`src/rtl/tlb_pkg.sv`:
```
// Shared types and constants for the TLB lookup front-end.
package tlb_pkg;

  localparam int unsigned PAGE_OFFSET_BITS = 12;
  localparam int unsigned VPN_BITS         = 20;

  typedef struct packed {
    logic                valid;
    logic [VPN_BITS-1:0] vpn;
    logic [VPN_BITS-1:0] ppn;
  } tlb_entry_t;

  typedef enum logic {
    IDLE = 1'b0,
    MISS = 1'b1
  } tlb_state_e;

endpackage

```
`src/rtl/tlb_cam.sv`:
```
// Combinational VPN match against every TLB entry.
module tlb_cam
  import tlb_pkg::*;
#(
  parameter int unsigned ENTRIES = 4
) (
  input  tlb_entry_t [ENTRIES-1:0] entries,
  input  logic [VPN_BITS-1:0]      vpn,
  output logic                     hit,
  output logic [VPN_BITS-1:0]      hit_ppn
);

  // Fills only happen on a miss, so at most one entry matches and OR-ing is safe.
  always_comb begin
    hit     = 1'b0;
    hit_ppn = '0;
    for (int i = 0; i < int'(ENTRIES); i++) begin
      if (entries[i].valid && (entries[i].vpn == vpn)) begin
        hit     = 1'b1;
        hit_ppn = hit_ppn | entries[i].ppn;
      end
    end
  end

endmodule

```
`src/rtl/tlb_lookup_ctrl.sv`:
```
// Fully-associative TLB front-end: one-cycle hits, stall-and-fill on a miss.
module tlb_lookup_ctrl
  import tlb_pkg::*;
#(
  parameter int unsigned ENTRIES          = 4,
  parameter int unsigned ADDR_WIDTH       = 32,
  parameter int unsigned PAGE_OFFSET_BITS = 12
) (
  input  logic                  clk,
  input  logic                  reset,
  input  logic                  req_valid,
  output logic                  req_ready,
  input  logic [ADDR_WIDTH-1:0] virtual_address,
  output logic                  resp_valid,
  output logic [ADDR_WIDTH-1:0] physical_address,
  output logic                  tlb_miss_detected,
  output logic [ADDR_WIDTH-1:0] miss_virtual_address,
  input  logic                  tlb_update,
  input  logic [ADDR_WIDTH-1:0] fill_physical_address,
  input  logic                  flush
);

  localparam int unsigned PTR_W = $clog2(ENTRIES);

  tlb_state_e                state_q, state_d;
  tlb_entry_t [ENTRIES-1:0]  entries_q, entries_d;
  logic [PTR_W-1:0]          victim_q, victim_d;
  logic                      req_ready_q, req_ready_d;
  logic                      resp_valid_q, resp_valid_d;
  logic [ADDR_WIDTH-1:0]     pa_q, pa_d;
  logic                      miss_q, miss_d;
  logic [ADDR_WIDTH-1:0]     miss_va_q, miss_va_d;

  logic                      hit_c;
  logic [VPN_BITS-1:0]       hit_ppn_c;
  logic [VPN_BITS-1:0]       va_vpn_c;
  logic [PTR_W-1:0]          fill_idx_c;

  assign va_vpn_c = VPN_BITS'(virtual_address >> PAGE_OFFSET_BITS);

  tlb_cam #(.ENTRIES(ENTRIES)) u_cam (
    .entries (entries_q),
    .vpn     (va_vpn_c),
    .hit     (hit_c),
    .hit_ppn (hit_ppn_c)
  );

  always_comb begin
    state_d      = state_q;
    entries_d    = entries_q;
    victim_d     = victim_q;
    resp_valid_d = 1'b0;
    pa_d         = pa_q;
    miss_va_d    = miss_va_q;
    fill_idx_c   = flush ? '0 : victim_q;

    case (state_q)
      IDLE: begin
        // Lookup uses pre-flush contents even when flush is asserted this cycle.
        if (req_valid && req_ready_q) begin
          if (hit_c) begin
            resp_valid_d = 1'b1;
            pa_d = ADDR_WIDTH'({hit_ppn_c, virtual_address[PAGE_OFFSET_BITS-1:0]});
          end else begin
            state_d   = MISS;
            miss_va_d = virtual_address;
          end
        end
      end
      MISS: ;
      default: state_d = IDLE;
    endcase

    if (flush) begin
      for (int i = 0; i < int'(ENTRIES); i++) begin
        entries_d[i].valid = 1'b0;
      end
      victim_d = '0;
    end

    // A fill applied after the flush clear lands in slot 0 and survives.
    if ((state_q == MISS) && tlb_update) begin
      entries_d[fill_idx_c].valid = 1'b1;
      entries_d[fill_idx_c].vpn   = VPN_BITS'(miss_va_q >> PAGE_OFFSET_BITS);
      entries_d[fill_idx_c].ppn   = VPN_BITS'(fill_physical_address >> PAGE_OFFSET_BITS);
      victim_d     = fill_idx_c + PTR_W'(1);
      state_d      = IDLE;
      resp_valid_d = 1'b1;
      pa_d = ADDR_WIDTH'({VPN_BITS'(fill_physical_address >> PAGE_OFFSET_BITS),
                          miss_va_q[PAGE_OFFSET_BITS-1:0]});
    end

    req_ready_d = (state_d == IDLE);
    miss_d      = (state_d == MISS);
  end

  always_ff @(posedge clk or negedge reset) begin
    if (!reset) begin
      state_q      <= IDLE;
      entries_q    <= '0;
      victim_q     <= '0;
      req_ready_q  <= 1'b0;
      resp_valid_q <= 1'b0;
      pa_q         <= '0;
      miss_q       <= 1'b0;
      miss_va_q    <= '0;
    end else begin
      state_q      <= state_d;
      entries_q    <= entries_d;
      victim_q     <= victim_d;
      req_ready_q  <= req_ready_d;
      resp_valid_q <= resp_valid_d;
      pa_q         <= pa_d;
      miss_q       <= miss_d;
      miss_va_q    <= miss_va_d;
    end
  end

  assign req_ready            = req_ready_q;
  assign resp_valid           = resp_valid_q;
  assign physical_address     = pa_q;
  assign tlb_miss_detected    = miss_q;
  assign miss_virtual_address = miss_va_q;

endmodule

```
`config.mk`:
```
export PLATFORM = sky130hd
export DESIGN_NAME = tlb_lookup_ctrl
export DESIGN_NICKNAME = d
export VERILOG_FILES = /design/src/rtl/tlb_pkg.sv /design/src/rtl/tlb_cam.sv /design/src/rtl/tlb_lookup_ctrl.sv
export SDC_FILE = /design/constraint.sdc
export NUM_CORES = 1
export LEC_CHECK = 0
export BUFFER_PORTS_ARGS = -buffer_cell sky130_fd_sc_hd__buf_2
export CORE_MARGIN = 8
export CORE_UTILIZATION = 40
export CTS_BUF_LIST = sky130_fd_sc_hd__clkbuf_4 sky130_fd_sc_hd__clkbuf_8
export DETAILED_ROUTE_END_ITERATION = 10
export PLACE_DENSITY_LB_ADDON = 0.12
export SETUP_SLACK_MARGIN = 0.02
export SLEW_MARGIN = 20
export SYNTH_ARGS = -nofsm -noshare
export SYNTH_HDL_FRONTEND = slang
export SYNTH_SLANG_ARGS = --single-unit
```
`constraint.sdc`:
```
create_clock -name clk -period 2 [get_ports clk]
set_input_delay 0.4 -clock clk [delete_from_list [all_inputs] [get_ports clk]]
set_output_delay 0.4 -clock clk [all_outputs]
set_load 0.02 [all_outputs]
```
==> summary.txt <==
Global route
  – Grt ovf: 0
  – Vias in the first global route: 7354
  – Pin count of the biggest net entering global routing: 62
  – Gr usage total: 16.6%
  – Initial antenna violation count: 1
  – First-pass GRT wire length: 41400 um

STA
  – Setup ws final: -0.549 ns
  – Worst slew pin tran: 0.720 ns
  – Fin crit period: 2.55 ns
  – Max-slew violations: 0
  – RSZ-0062 raised after global routing: true
  – Hold Vio Cnt, Final: 0
  – Hold Worst Slack: 0.114 ns
  – Fmax: 0.392 GHz
  – Final period util: 127%
  – Max_slew headroom: 51.9%
  – Clock skew: 0.0136 ns
  – Endpoints failing setup: 67

Logic synthesis
  – Area share of the largest cell type after synthesis: 56.7%
  – Ys Warns: 0
  – Top_reg_cell synth: dfrtp_1
  – Cells after Synth: 750
  – Ranking of synthesized cells by area: dfrtp_1, mux2_2, xor2_1
  – Synth Cell Area: 0.0103 mm^2
  – Syn Nets: 823
  – Netlist cell types: 32
  – Avg Inst Size Synth: 13.7 um^2
  – Share of flip-flops with an asynchronous set or reset: 100%
  – Synth area leader: dfrtp_1
  – Sequential element share of the synthesized area: 56.7%
  – Yosys reg bits: 233
  – Post-synth EDFFs: 0

Worst setup path
  – FF-to-FF End: physical_address[7]
  – Crit path max fanout: 11
  – Crit Path Class: flip-flop to flip-flop
  – Worst path arrival time: 2.95 ns
  – Crit end category: flip-flop
  – Startpoint Class: flip-flop
  – R2r setup slk: -0.55 ns
  – R2R depth: 9
  – CP required: 2.40 ns

Detailed routing
  – Final ANT Viol Nets: 0
  – Met1 WL: 11800 um
  – Initial DRC Count: 383
  – Drt pass-1 iters: 4
  – Routed vias/inst: 5.24
  – Routed length on met3: 1800 um
  – DRC violations left: 0
  – Routed wire length: 26400 um
  – Met2 WL: 12400 um
  – Avg WL per Cell: 20.6 um
  – DR vias: 6697
  – Top sig layer: met5

Finish
  – Fill count: 2226
  – Area grow syn2layout: 25.2%
  – Final nets: 990
  – Number of antenna diodes: 0
  – Most frequent cells in the layout: dfrtp_1, mux2_2, buf_2
  – Layout cells sized above 1: 49.2%
  – Commonest non-fill, non-tap cell in the layout: dfrtp_1

Clock network
  – CTS tree: built
  – Root Buffer: clkbuf_8
  – H-tree depth: 2
  – Clock buffer count from CTS: 40
  – Clock sinks: 233
  – Worst-case clock buffer depth: 3
  – Clock transition at path regs: 0.06 ns
  – Skew-Pair Late Insertion Delay: 0.52 ns

Power and ir drop
  – Leakage: 6.14 nW
  – Clock power share: 24.8%
  – Reg power frac: 44.2%
  – NetSw: 0.00592 W
  – Worst VDD drop: 0.661 mV
  – Pwr dens: 1380 mW/mm^2
  – Internal: 0.0118 W
  – Overall Power: 0.0178 W
  – Sw frac: 33.4%
  – Logic pwr share: 31.0%

Place
  – Post-DP HPWL: 17200 um
  – I/O Buffers: 123
  – Pre-CTS setup slack: -0.838 ns
  – RD Place Congestion: 0.757

Min path
  – Worst hold path class: input pin to flip-flop
  – Worst Hold End: tlb_miss_detected
  – Hold depth: 2
  – Worst Hold Launch: tlb_update

Floorplan
  – Full die area: 0.0311 mm^2
  – Rows: 58
  – Num ports: 136
  – Starting Density: 40.7%
  – Core ar.: 0.0253 mm^2
  – Die width: 176 um
  – Die height: 176 um

Outcome
  – Outcome: finished, violations left
  – Failing checks: negative setup slack

Flow run
  – Max-cap violations: 0
-- metrics by stage --
stage	instances	TNS, ns	utilization [%]	area [um^2]
5_1_grt	1279	-42.93	51.0	12900
6_report	1279	-33.18	51.0	12900
3_3_place_gp	1197	-57.21	46.4	11700
4_1_cts	1272	-35.27	50.0	12600
2_1_floorplan	750	-13.32	-	10500
3_5_place_dp	1197	-52.22	46.4	11700
-- cells by family (layout without fill, tap and decap cells) --
group / Yosys count / after routing / share of synthesized area, %
AO/OA/AOI/OAI: 92 / 92 / 7.44
XOR/XNOR: 81 / 81 / 6.90
adder cells (fa/ha/maj): 4 / 4 / 0.487
buffers and inverters: 66 / 265 / 2.94
flip-flops: 233 / 233 / 56.7
multiplexers: 192 / 192 / 21.0
AND/OR/NAND/NOR: 82 / 82 / 4.54
-- cells in the mapped netlist, types with 9 or more instances --
| cell | number |
|---|---|
| a221oi_1 | 19 |
| a22o_1 | 21 |
| buf_1 | 19 |
| buf_2 | 26 |
| clkbuf_1 | 11 |
| dfrtp_1 | 233 |
| mux2_1 | 32 |
| mux2_2 | 160 |
| nand2_1 | 27 |
| nand3_1 | 20 |
| nand4_1 | 9 |
| nor4_1 | 12 |
| o211ai_1 | 19 |
| o21a_1 | 13 |
| o22a_1 | 12 |
| xnor2_1 | 25 |
| xor2_1 | 56 |
-- metal layers --
metal,vias to the layer above,GRT usage [%]
met3,37,4.23
li1,3041,-
met1,3449,22.1
met5,-,0
met4,2,4.10
met2,168,26.8
-- timing repair --
action / 4_1_cts / 5_1_grt
hold buffers: 1 / 0
cloned: 0 / 3
setup endpoints to repair: 67 / 67
setup buffers: 0 / 5
hold endpoints to repair: 55 / 0
gates resized for setup: 7 / 31
pin swaps: 1 / 14
-- critical path, stage by stage, from the launching register on --
cell and delay [ns]:
dfrtp_1 0.38, xor2_1 0.18, nor4_2 0.39, nand4_1 0.30, nor4_4 0.37, buf_4 0.19, o41ai_4 0.15, clkbuf_16 0.22
o22a_1 0.16, o21a_1 0.10
-- power by group through the flow --
stage | Combinational, W | Sequential, W | Clock [W]
after floorplan | 0.00271 | 0.00840 | 0
after global placement | 0.00515 | 0.00778 | 0
after detailed placement | 0.00527 | 0.00789 | 0
after CTS | 0.00532 | 0.00783 | 0.00456
after global routing | 0.00595 | 0.00811 | 0.00478
final | 0.00550 | 0.00785 | 0.00441
-- worst max path at each step --
stage,start,endpoint,slack [ns]
CTS,flip-flop,physical_address[10],-0.57
finish,flip-flop,physical_address[7],-0.55
floorplan,virtual_address[30],miss_virtual_address[12],-0.31
global placement,virtual_address[24],physical_address[11],-0.90
global route,flip-flop,physical_address[10],-0.68
detailed placement,virtual_address[24],physical_address[23],-0.84
-- final cells by class --
type / instances / area, um^2 / share of cell area [%]
clock buffer: 68 / 817 / 6.35
clock inverter: 6 / 35.0 / 0.272
inverter: 7 / 26.3 / 0.204
multi-input combinational: 451 / 4370 / 33.9
sequential: 233 / 5830 / 45.3
tap: 330 / 413 / 3.21
timing repair buffer: 184 / 1380 / 10.7
Note: power is estimated with default switching activity, not from simulation.
